## src/rtl/ofmap_pkg.sv

```systemverilog
// Shared constants, packet layout and FSM encoding for the output feature-map collector.
package ofmap_pkg;

    localparam int unsigned PKT_W     = 53;
    localparam int unsigned OFMAP_DIM = 21;
    localparam int unsigned NUM_TS    = 2;
    localparam int unsigned SRC_W     = 4;
    localparam int unsigned ROW_W     = 5;
    localparam int unsigned CNT_W     = $clog2(OFMAP_DIM + 1);

    // Packet field offsets
    localparam int unsigned SRC_MSB = 52;
    localparam int unsigned SRC_LSB = 49;
    localparam int unsigned TS_BIT  = 48;
    localparam int unsigned ROW_MSB = 47;
    localparam int unsigned ROW_LSB = 43;
    localparam int unsigned SPK_MSB = 42;
    localparam int unsigned SPK_LSB = 22;

    // The collector's own mesh node; packets claiming it as source are malformed
    localparam logic [SRC_W-1:0] OUT_NODE = SRC_W'(3);

    typedef enum logic {
        COLLECT = 1'b0,
        FULL    = 1'b1
    } state_t;

    // Decoded packet fields held in the intake register
    typedef struct packed {
        logic [SRC_W-1:0]     src;
        logic                 ts;
        logic [ROW_W-1:0]     row;
        logic [OFMAP_DIM-1:0] spikes;
    } entry_t;

endpackage

```

## src/rtl/ofmap_collector_if.sv

```systemverilog
// Packet handshake from the mesh output port into the collector.
interface ofmap_collector_if;

    logic                       in_valid;
    logic                       in_ready;
    logic [ofmap_pkg::PKT_W-1:0] in_pkt;

    modport master (output in_valid, output in_pkt, input in_ready);
    modport slave  (input in_valid, input in_pkt, output in_ready);

endinterface

```

## src/rtl/ofmap_bank.sv

```systemverilog
// NUM_TS x OFMAP_DIM spike-row storage with one write port and a registered read port.
module ofmap_bank
    import ofmap_pkg::*;
(
    input  logic                 clk,
    input  logic                 rst_n,
    input  logic                 wr_en,
    input  logic                 wr_ts,
    input  logic [ROW_W-1:0]     wr_row,
    input  logic [OFMAP_DIM-1:0] wr_data,
    input  logic                 rd_en,
    input  logic                 rd_ts,
    input  logic [ROW_W-1:0]     rd_row,
    output logic [OFMAP_DIM-1:0] rd_data,
    output logic                 rd_valid
);

    logic [OFMAP_DIM-1:0] mem [NUM_TS][OFMAP_DIM];

    // Array write; contents survive clear and reset, only the bookkeeping is reset
    always_ff @(posedge clk) begin
        if (wr_en) begin
            mem[wr_ts][wr_row] <= wr_data;
        end
    end

    // Registered read; same-address write in the same cycle yields the old data
    always_ff @(posedge clk or negedge rst_n) begin
        if (!rst_n) begin
            rd_data  <= '0;
            rd_valid <= 1'b0;
        end else begin
            rd_valid <= rd_en;
            if (rd_en) begin
                rd_data <= (rd_row < ROW_W'(OFMAP_DIM)) ? mem[rd_ts][rd_row] : '0;
            end
        end
    end

endmodule

```

## src/rtl/ofmap_collector.sv

```systemverilog
// Output-memory stage: accepts spike-row packets, stores them per timestep, tracks completion.
module ofmap_collector
    import ofmap_pkg::*;
(
    input  logic                 clk,
    input  logic                 rst_n,
    ofmap_collector_if.slave     in_if,
    input  logic                 clr,
    input  logic                 rd_en,
    input  logic                 rd_ts,
    input  logic [ROW_W-1:0]     rd_row,
    output logic [OFMAP_DIM-1:0] rd_data,
    output logic                 rd_valid,
    output logic [NUM_TS-1:0]    ts_done,
    output logic                 all_done,
    output logic                 err_range,
    output logic                 err_dup
);

    state_t                          state_q, state_d;
    logic                            in_ready_q, in_ready_d;
    entry_t                          in_entry, pkt_q;
    logic                            pkt_q_v;
    logic                            accept;
    logic                            range_bad, is_dup, do_write;
    logic [NUM_TS-1:0][OFMAP_DIM-1:0] row_valid;
    logic [NUM_TS-1:0][CNT_W-1:0]    row_cnt;
    logic [NUM_TS-1:0]               ts_done_nxt;
    logic                            unused_pkt_bits;

    assign in_if.in_ready  = in_ready_q;
    assign unused_pkt_bits = ^in_if.in_pkt[SPK_LSB-1:0];

    // Field extraction from the raw packet
    always_comb begin
        in_entry.src    = in_if.in_pkt[SRC_MSB:SRC_LSB];
        in_entry.ts     = in_if.in_pkt[TS_BIT];
        in_entry.row    = in_if.in_pkt[ROW_MSB:ROW_LSB];
        in_entry.spikes = in_if.in_pkt[SPK_MSB:SPK_LSB];
    end

    // A packet offered alongside clr is discarded with the rest of the clear
    assign accept = in_if.in_valid && in_ready_q && !clr;

    // Intake register
    always_ff @(posedge clk or negedge rst_n) begin
        if (!rst_n) begin
            pkt_q   <= '0;
            pkt_q_v <= 1'b0;
        end else begin
            pkt_q_v <= accept;
            if (accept) begin
                pkt_q <= in_entry;
            end
        end
    end

    // Write-stage classification of the held packet
    always_comb begin
        range_bad = (pkt_q.row >= ROW_W'(OFMAP_DIM)) || (pkt_q.src == OUT_NODE);
        is_dup    = !range_bad && row_valid[pkt_q.ts][pkt_q.row];
        do_write  = pkt_q_v && !clr && !range_bad && !is_dup;
    end

    // Completion condition from the current row counts
    always_comb begin
        ts_done_nxt = '0;
        for (int t = 0; t < NUM_TS; t++) begin
            ts_done_nxt[t] = (row_cnt[t] == CNT_W'(OFMAP_DIM));
        end
    end

    // Row bookkeeping, completion and sticky error flags
    always_ff @(posedge clk or negedge rst_n) begin
        if (!rst_n) begin
            row_valid <= '0;
            row_cnt   <= '0;
            ts_done   <= '0;
            all_done  <= 1'b0;
            err_range <= 1'b0;
            err_dup   <= 1'b0;
        end else if (clr) begin
            row_valid <= '0;
            row_cnt   <= '0;
            ts_done   <= '0;
            all_done  <= 1'b0;
            err_range <= 1'b0;
            err_dup   <= 1'b0;
        end else begin
            ts_done  <= ts_done_nxt;
            all_done <= &ts_done_nxt;
            if (pkt_q_v) begin
                if (range_bad) begin
                    err_range <= 1'b1;
                end else if (is_dup) begin
                    err_dup <= 1'b1;
                end else begin
                    row_valid[pkt_q.ts][pkt_q.row] <= 1'b1;
                    row_cnt[pkt_q.ts]              <= row_cnt[pkt_q.ts] + CNT_W'(1);
                end
            end
        end
    end

    // FSM state and registered ready
    always_ff @(posedge clk or negedge rst_n) begin
        if (!rst_n) begin
            state_q    <= COLLECT;
            in_ready_q <= 1'b0;
        end else begin
            state_q    <= state_d;
            in_ready_q <= in_ready_d;
        end
    end

    // FSM next state
    always_comb begin
        state_d = state_q;
        case (state_q)
            COLLECT: if (all_done && !clr) state_d = FULL;
            FULL:    if (clr)              state_d = COLLECT;
            default:                       state_d = COLLECT;
        endcase
    end

    // FSM output: intake drains every cycle, so only FULL and clr block it
    always_comb begin
        in_ready_d = 1'b0;
        if (state_d == COLLECT && !clr) begin
            in_ready_d = 1'b1;
        end
    end

    ofmap_bank u_bank (
        .clk      (clk),
        .rst_n    (rst_n),
        .wr_en    (do_write),
        .wr_ts    (pkt_q.ts),
        .wr_row   (pkt_q.row),
        .wr_data  (pkt_q.spikes),
        .rd_en    (rd_en),
        .rd_ts    (rd_ts),
        .rd_row   (rd_row),
        .rd_data  (rd_data),
        .rd_valid (rd_valid)
    );

endmodule

```

## src/flat_wrapper.sv

```systemverilog
// flat-port wrapper written by rule: the top's interface ports become plain ports
module ofmap_collector_flat import ofmap_pkg::*;
  (clk, rst_n, clr, rd_en, rd_ts, rd_row, rd_data, rd_valid, ts_done, all_done, err_range, err_dup, in_if_in_valid, in_if_in_pkt, in_if_in_ready);
  ofmap_collector_if in_if_i ();
  input  logic clk;
  input  logic rst_n;
  input  logic clr;
  input  logic rd_en;
  input  logic rd_ts;
  input  logic [ROW_W-1:0] rd_row;
  output logic [OFMAP_DIM-1:0] rd_data;
  output logic rd_valid;
  output logic [NUM_TS-1:0] ts_done;
  output logic all_done;
  output logic err_range;
  output logic err_dup;
  input wire logic [$bits(in_if_i.in_valid)-1:0] in_if_in_valid;
  input wire logic [$bits(in_if_i.in_pkt)-1:0] in_if_in_pkt;
  output wire logic [$bits(in_if_i.in_ready)-1:0] in_if_in_ready;
  assign in_if_i.in_valid = in_if_in_valid;
  assign in_if_i.in_pkt = in_if_in_pkt;
  assign in_if_in_ready = in_if_i.in_ready;
  ofmap_collector u_core (.clk(clk), .rst_n(rst_n), .in_if(in_if_i), .clr(clr), .rd_en(rd_en), .rd_ts(rd_ts), .rd_row(rd_row), .rd_data(rd_data), .rd_valid(rd_valid), .ts_done(ts_done), .all_done(all_done), .err_range(err_range), .err_dup(err_dup));
endmodule
```

## config.mk

```make
export PLATFORM = sky130hd
export DESIGN_NAME = ofmap_collector_flat
export DESIGN_NICKNAME = d
export VERILOG_FILES = /design/src/rtl/ofmap_pkg.sv /design/src/rtl/ofmap_collector_if.sv /design/src/rtl/ofmap_bank.sv /design/src/rtl/ofmap_collector.sv /design/src/flat_wrapper.sv
export SDC_FILE = /design/constraint.sdc
export NUM_CORES = 1
export LEC_CHECK = 0
export ABC_AREA = 1
export CORE_AREA = 2 2 405 206
export DETAILED_ROUTE_END_ITERATION = 7
export DIE_AREA = 0 0 407 208
export GPL_ROUTABILITY_DRIVEN = 0
export GPL_TIMING_DRIVEN = 0
export PLACE_DENSITY_LB_ADDON = 0.15
export REMOVE_ABC_BUFFERS = 1
export SLEW_MARGIN = 30
export SYNTH_ARGS = -nofsm -noshare
export SYNTH_HDL_FRONTEND = slang
export SYNTH_SLANG_ARGS = --single-unit
```

## constraint.sdc

```tcl
create_clock -name clk -period 3.2 [get_ports clk]
set_input_delay 0.32 -clock clk [delete_from_list [all_inputs] [get_ports clk]]
set_output_delay 0.32 -clock clk [all_outputs]
set_load 0.03 [all_outputs]
```

==> flow_metrics.tcl, run 1 <==
set metrics [dict create \
    vias 26112 \
    antenna_cells 0 \
    cts_buffers 88 \
    cpPeakStageDelay_ps 680 \
    grt_pass1_vias 24900 \
    grt_overflow 0 \
    worst_slack_ps 30.5 \
    whs_path_depth 1 \
    end_kind "flip-flop" \
    worstReg2RegStart "u_core.pkt_q[26]$_DFFE_PN0P_" \
    status "finished clean" \
    synth-edff-count 882 \
    hold_start "rd_en" \
    cp.arrival_ps 3520 \
    max_freq_ghz 0.316 \
    firstDrtPassIters 6 \
    nNetsFinal 3439 \
    cp_data_required_time_ps 3550 \
    io_buffers 69 \
    yosysSeqAreaShare 0.728 \
    std_cell_rows 74 \
    ys_warn_count 0 \
    crit_chain "inv_8 -> nand2_1 -> nand3_1 -> nand2_1 -> o21bai_1 -> nand3_2 -> nor2_4 -> buf_4 -> nand4_1 -> bufinv_8" \
    clk_latency_ps 690 \
    synth_cell_types 36 \
    async_reset_ff_frac 0.114 \
    routed_wl_um 104000 \
    max_slew_margin 0.306 \
    ys_ff_latch 995 \
    fill_cells 6482 \
    layout_common_cells "edfxtp_1, nor2_1, nand2_1" \
    post_dp_cell_area_sq_um 42500 \
    die-area_sq_um 84700 \
    p_per_area_nw_per_um2 612 \
    grt_pass1_wl_um 156000 \
    whs_ps 32.1 \
    cp_top_family "buffers and inverters" \
    cp_num_cells 10 \
    crit_top_cell "nand2_1" \
    avgSynthCellArea_sq_um 12.0 \
    synthCells 3358 \
    pin_count 92 \
    critPathBufInv 3 \
    clk_path_buf_depth 3 \
    worstPathMaxFanout 39 \
    finalMaxSlewViolations 0 \
    power.leakage_nw 16.1 \
    drc 0 \
    hold_violations 0 \
    setup_violations 0 \
    ant_nets 0 \
    crit_type "reg -> reg" \
    drt_iter0_drc 3190 \
    antenna_found_initial 0 \
    preCtsSetupSlack_ps -1170 \
    period_needed_ps 3170 \
    tightest_slew_ps 1040 \
    irDropWorstVdd_uv 388 \
    fin_worst_skew_ps 25.2 \
    synth_area_sq_um 40300 \
    r2r_end "u_core.u_bank.mem[0][85]$_DFFE_PP_" \
    dp_hpwl_um 63200 \
    grt_max_degree 125 \
    dp_cells 4360 \
    htree_levels 3 \
    whs_endpoint "u_core.u_bank.rd_valid$_DFF_PN0_" \
    cts-root-buf "clkbuf_16" \
    mostFrequentLayoutCell "edfxtp_1" \
    clkSlewWorstSetupHoldPaths_ps 70 \
    power_w 0.0280 \
    die_y_um 208 \
    syn2layout_area_growth_pct 13.6 \
    drive_gt1_frac 0.0865 \
    synth_flop_cell "edfxtp_1" \
    r2r_slack_ps 30 \
    die_w_um 407 \
    coreArea_sq_um 81000 \
    r2r_cells 10 \
    post_drt_wl_per_cell_um 22.9 \
    initial_utilization 0.497 \
    cp-start-kind "flip-flop" \
    slowest_stage "dfrtp_4" \
    cts_tree "built" \
    grt_usage 0.247 \
    rsz0062_at_grt "no" \
    period_share 0.990 \
    cap_violations 0 \
    cts_sinks 995 \
    instances_no_fill 4546 \
    via_per_inst 5.74 \
    design_area_sq_um 45800 \
    holdCritPathClass "in -> reg" \
]
[per-stage QoR]
step	setup TNS, ps	util
6_report	0	0.565
5_1_grt	0	0.565
4_1_cts	0	0.565
3_5_place_dp	-751100	0.524
3_3_place_gp	-2722940	0.509
2_1_floorplan	-175760	-
[cell type report]
cell class              instances  area (sq um)  share of cell area
clock buffers                 107          2350              0.0513
clock inverters                53           493              0.0108
inverters                     111           546              0.0119
multi-input cells            2043          9610               0.210
flip-flops and latches        995         29300               0.641
well taps                    1102          1380              0.0301
repair buffers                135          2040              0.0446
[cell families (layout without fill, tap and decap cells)]
family / count (synthesis) / after routing / synth area share
simple gates: 1391 / 1392 / 0.140
flops: 995 / 995 / 0.728
compound gates: 629 / 629 / 0.0895
buf+inv: 321 / 406 / 0.0378
mux: 18 / 18 / 0.00447
xor+xnor: 3 / 3 / 0.000652
fa+ha+maj: 1 / 1 / 0.000311
[registers in the layout, indices dropped and copies added (netlist names)]
| signal | cells |
|---|---|
| u_core.u_bank.mem | 882 |
| u_core.row_valid | 42 |
| u_core.pkt_q | 31 |
| u_core.u_bank.rd_data | 21 |
| u_core.row_cnt | 10 |
| u_core.ts_done | 2 |
| u_core.all_done | 1 |
| u_core.err_dup | 1 |
| u_core.err_range | 1 |
| u_core.in_if.in_ready | 1 |
| u_core.pkt_q_v | 1 |
| u_core.state_q | 1 |
| u_core.u_bank.rd_valid | 1 |
[worst max path at each step]
stage,from,endpoint,slack (ps)
finish,u_core.pkt_q[26]$_DFFE_PN0P_,u_core.u_bank.mem[0][85]$_DFFE_PP_,30
global route,u_core.pkt_q[26]$_DFFE_PN0P_,u_core.u_bank.mem[1][91]$_DFFE_PP_,10
CTS,u_core.pkt_q[26]$_DFFE_PN0P_,u_core.u_bank.mem[1][48]$_DFFE_PP_,2
detailed placement,u_core.pkt_q[26]$_DFFE_PN0P_,u_core.u_bank.mem[0][7]$_DFFE_PP_,-1170
global placement,rd_ts,u_core.u_bank.rd_data[18]$_DFFE_PN0P_,-33340
floorplan,rd_ts,u_core.u_bank.rd_data[19]$_DFFE_PN0P_,-950
[power breakdown]
| part | total [W] | switching (W) | internal (W) |
|---|---|---|---|
| clock | 0.0107 | 0.00472 | 0.00595 |
| combinational | 0.00211 | 0.00146 | 0.000648 |
| sequential | 0.0152 | 0.000512 | 0.0147 |
[per-layer routing]
layer / GRT usage / vias to the layer above / share of wire
met4: 0.0607 / 0 / 0.021
met1: 0.384 / 12946 / 0.46
met5: 0 / - / 0
li1: - / 11910 / -
met3: 0.0510 / 162 / 0.087
met2: 0.354 / 1094 / 0.43
[Yosys cell counts (2+ instances only)]
cell | n | share of area
nand3_1 | 171 | 0.021
nand4_1 | 29 | 0.0045
mux2i_1 | 18 | 0.0045
or2_0 | 9 | 0.0014
o21bai_1 | 3 | 0.00056
buf_6 | 15 | 0.0042
o31ai_1 | 11 | 0.0020
edfxtp_1 | 882 | 0.66
nand3_4 | 2 | 0.00087
o22ai_1 | 13 | 0.0020
inv_1 | 104 | 0.0097
dfrtp_1 | 113 | 0.070
clkbuf_1 | 81 | 0.0075
nand2_1 | 543 | 0.051
inv_2 | 7 | 0.00065
buf_1 | 33 | 0.0031
nor2_1 | 618 | 0.058
a21oi_1 | 43 | 0.0053
nor3_2 | 2 | 0.00050
o211ai_1 | 157 | 0.029
xnor2_1 | 2 | 0.00043
a31oi_1 | 11 | 0.0017
o21ai_1 | 46 | 0.0057
or2_2 | 7 | 0.0011
buf_2 | 39 | 0.0048
buf_4 | 42 | 0.0078
o21ai_0 | 345 | 0.043
nor2_2 | 2 | 0.00031
nor3_1 | 3 | 0.00037
[worst reg2reg max path, stage by stage, from the launching register on]
cell and delay, ps:
dfrtp_4 680, inv_8 280, nand2_1 110, nand3_1 100, nand2_1 90, o21bai_1 260
nand3_2 230, nor2_4 160, buf_4 210, nand4_1 220, bufinv_8 440
[what timing repair did]
item	4_1_cts	5_1_grt
endpoints found under the setup margin	926	375
pin swaps	16	0
hold buffers	2	0
hold endpoints to repair	118	0
resized for setup	38	13
gates cloned	1	0
buffers inserted	23	0
(Power assumes the default switching activity.)
==> run 2, diff against run 1 <==
--- a/config.mk
+++ b/config.mk
@@ -6,11 +6,10 @@
 export NUM_CORES = 1
 export LEC_CHECK = 0
 export ABC_AREA = 1
-export CORE_AREA = 2 2 405 206
+export CORE_AREA = 2 2 364 186
 export DETAILED_ROUTE_END_ITERATION = 7
-export DIE_AREA = 0 0 407 208
+export DIE_AREA = 0 0 366 188
 export GPL_ROUTABILITY_DRIVEN = 0
-export GPL_TIMING_DRIVEN = 0
 export PLACE_DENSITY_LB_ADDON = 0.15
 export REMOVE_ABC_BUFFERS = 1
 export SLEW_MARGIN = 30
==> run 2 against run 1 <==
Compared with the run above: combinational power grew 3%; utilization grew 12 points; global-route usage grew 6.3 points; highest routed layer unchanged; non-clock buffer count grew 45; routed wire length grew 1.8%; critical path depth grew 1; cell area shrank 1.4%; count of clock-buffer cells in the layout shrank 2; register-to-register slack gained 160 ps; worst setup slack gained 160 ps; sequential power is essentially flat; largest power group unchanged.
==> flow_metrics.tcl, run 2 (same netlist as run 1, synthesis figures left out) <==
set metrics [dict create \
    status "finished clean" \
    nNetsFinal 3479 \
    rsz0062_at_grt "no" \
    route.met3.wl_um 12700 \
    ant_nets 0 \
    grt_usage 0.309 \
    final_core_util 0.685 \
    clk_latency_ps 660 \
    firstDrtPassIters 6 \
    routed_wl_um 106000 \
    htree_levels 3 \
    pin_count 92 \
    crit_type "reg -> reg" \
    grt_overflow 0 \
    holdCritPathClass "in -> async" \
    worst_slack_ps 187 \
    drive_gt1_frac 0.0830 \
    antenna_cells 0 \
    cpPeakStageDelay_ps 410 \
    met2_length_um 45600 \
    crit_start "u_core.pkt_q[26]$_DFFE_PN0P_" \
    worstReg2RegStart "u_core.pkt_q[26]$_DFFE_PN0P_" \
    crit_end "u_core.u_bank.mem[1][150]$_DFFE_PP_" \
    crit_chain "inv_2 -> buf_4 -> nand2_1 -> nand3_1 -> nand2_1 -> o21ai_1 -> nand3_1 -> nor2_4 -> nand2_4 -> nor2_2 -> buf_4" \
    cts-root-buf "clkbuf_16" \
    preCtsSetupSlack_ps 325 \
    drt_iter0_drc 4674 \
    p_per_area_nw_per_um2 610 \
    cts_buffers 84 \
    drc 0 \
    r2r_slack_ps 190 \
    clkSlewWorstSetupHoldPaths_ps 70 \
    power.leakage_nw 16.2 \
    largest_register "u_core.u_bank.mem" \
    fill_cells 4629 \
    std_cell_rows 67 \
    instances_no_fill 4377 \
    antenna_found_initial 0 \
    grt_max_degree 142 \
    cp_data_required_time_ps 3520 \
    via_per_inst 6.15 \
    finalMaxSlewViolations 0 \
    dp_hpwl_um 62600 \
    initial_utilization 0.611 \
    top_layer "met4" \
    post_dp_cell_area_sq_um 42400 \
    setup_violations 0 \
    cts_tree "built" \
    dp_cells 4224 \
    coreArea_sq_um 65900 \
    r2r_end "u_core.u_bank.mem[1][150]$_DFFE_PP_" \
    irDropWorstVdd_uv 504 \
    cp.arrival_ps 3330 \
    cap_violations 0 \
    largest_reg_flops 882 \
    max_slew_margin 0.337 \
    grt_pass1_vias 25437 \
    cp-start-kind "flip-flop" \
    die_y_um 188 \
    die-area_sq_um 68800 \
    tightest_slew_ps 994 \
    post_drt_wl_per_cell_um 24.2 \
    r2r_cells 11 \
    io_buffers 69 \
    cts_sinks 995 \
    tns_ps 0 \
    top_regs "u_core.u_bank.mem (882), u_core.row_valid (42), u_core.pkt_q (31)" \
    syn2layout_area_growth_pct 12.0 \
    period_needed_ps 3010 \
    end_kind "flip-flop" \
    mostFrequentLayoutCell "edfxtp_1" \
    vias 26918 \
    die_w_um 366 \
    clk_path_buf_depth 3 \
    fin_worst_skew_ps 16.8 \
    worstPathMaxFanout 26 \
    wl_met1_um 45200 \
    period_share 0.942 \
    hold_violations 0 \
    max_freq_ghz 0.332 \
    design_area_sq_um 45100 \
    grt_pass1_wl_um 158000 \
    slowest_stage "dfrtp_1" \
    layout_common_cells "edfxtp_1, nor2_1, nand2_1" \
]
run 2: cell types whose count changed in the layout (fill, tap and decap cells not counted), sizes merged:
cell           before  now
clkinv             41   37
bufinv             10    5
nor2              622  621
clkbuf            107  105
dlygate4sd3         2    1
clkinvlp            3    1
buf                71  114
clkdlybuf4s50      62   65
inv               110  115
run 2: power breakdown:
group          total, W  leakage, nW  internal (W)  switching (W)
sequential       0.0152         9.49        0.0147       0.000495
combinational   0.00217         5.35      0.000579        0.00159
clock            0.0101         1.32       0.00550        0.00462
total            0.0275         16.2        0.0208        0.00671
run 2: routing by layer:
metal | vias to the layer above | global-route usage
li1 | 11965 | -
met5 | - | 0
met2 | 1604 | 0.444
met3 | 170 | 0.0714
met4 | 0 | 0.0763
met1 | 13179 | 0.482
run 2: worst min-delay path by stage:
stage | from | to | slack [ps] | depth (start not counted)
2_1_floorplan | rst_n | u_core.all_done$_DFF_PN0_ | 20 | 0
3_3_place_gp | rst_n | u_core.pkt_q[19]$_DFFE_PN0P_ | 310 | 1
3_5_place_dp | rst_n | u_core.pkt_q[19]$_DFFE_PN0P_ | 320 | 1
4_1_cts | rst_n | u_core.state_q$_DFF_PN0_ | 150 | 2
5_1_grt | rst_n | u_core.pkt_q[12]$_DFFE_PN0P_ | 190 | 2
6_report | rst_n | u_core.pkt_q[25]$_DFFE_PN0P_ | 170 | 2
run 2: what timing repair did:
item | 4_1_cts | 5_1_grt
endpoints found under the hold margin | 32 | 0
endpoints found under the setup margin | 0 | 0
hold buffers | 1 | 0
gates resized for setup | 0 | 0
setup buffers | 0 | 0
run 2: worst max-delay path: cells and delay by family, from the launching register on:
family / cells / cell delay [ps]
flops: 1 / 410
buf+inv: 3 / 630
compound gates: 1 / 150
simple gates: 7 / 1440
run 2: cell type report:
type,instances,area (sq um),share of cell area
Clock buffer,105,2290,0.0508
Inverter,111,424,0.00940
Clock inverter,47,377,0.00834
Multi-Input combinational cell,2042,9490,0.210
Sequential cell,995,29300,0.650
Timing Repair Buffer,180,2080,0.0461
Tap cell,897,1120,0.0249
run 2: per-stage QoR:
step           total power (W)  hold WS [ps]
5_1_grt                 0.0283           186
3_5_place_dp            0.0176           316
2_1_floorplan           0.0163          24.4
3_3_place_gp            0.0175           309
6_report                0.0275           169
4_1_cts                 0.0275           149
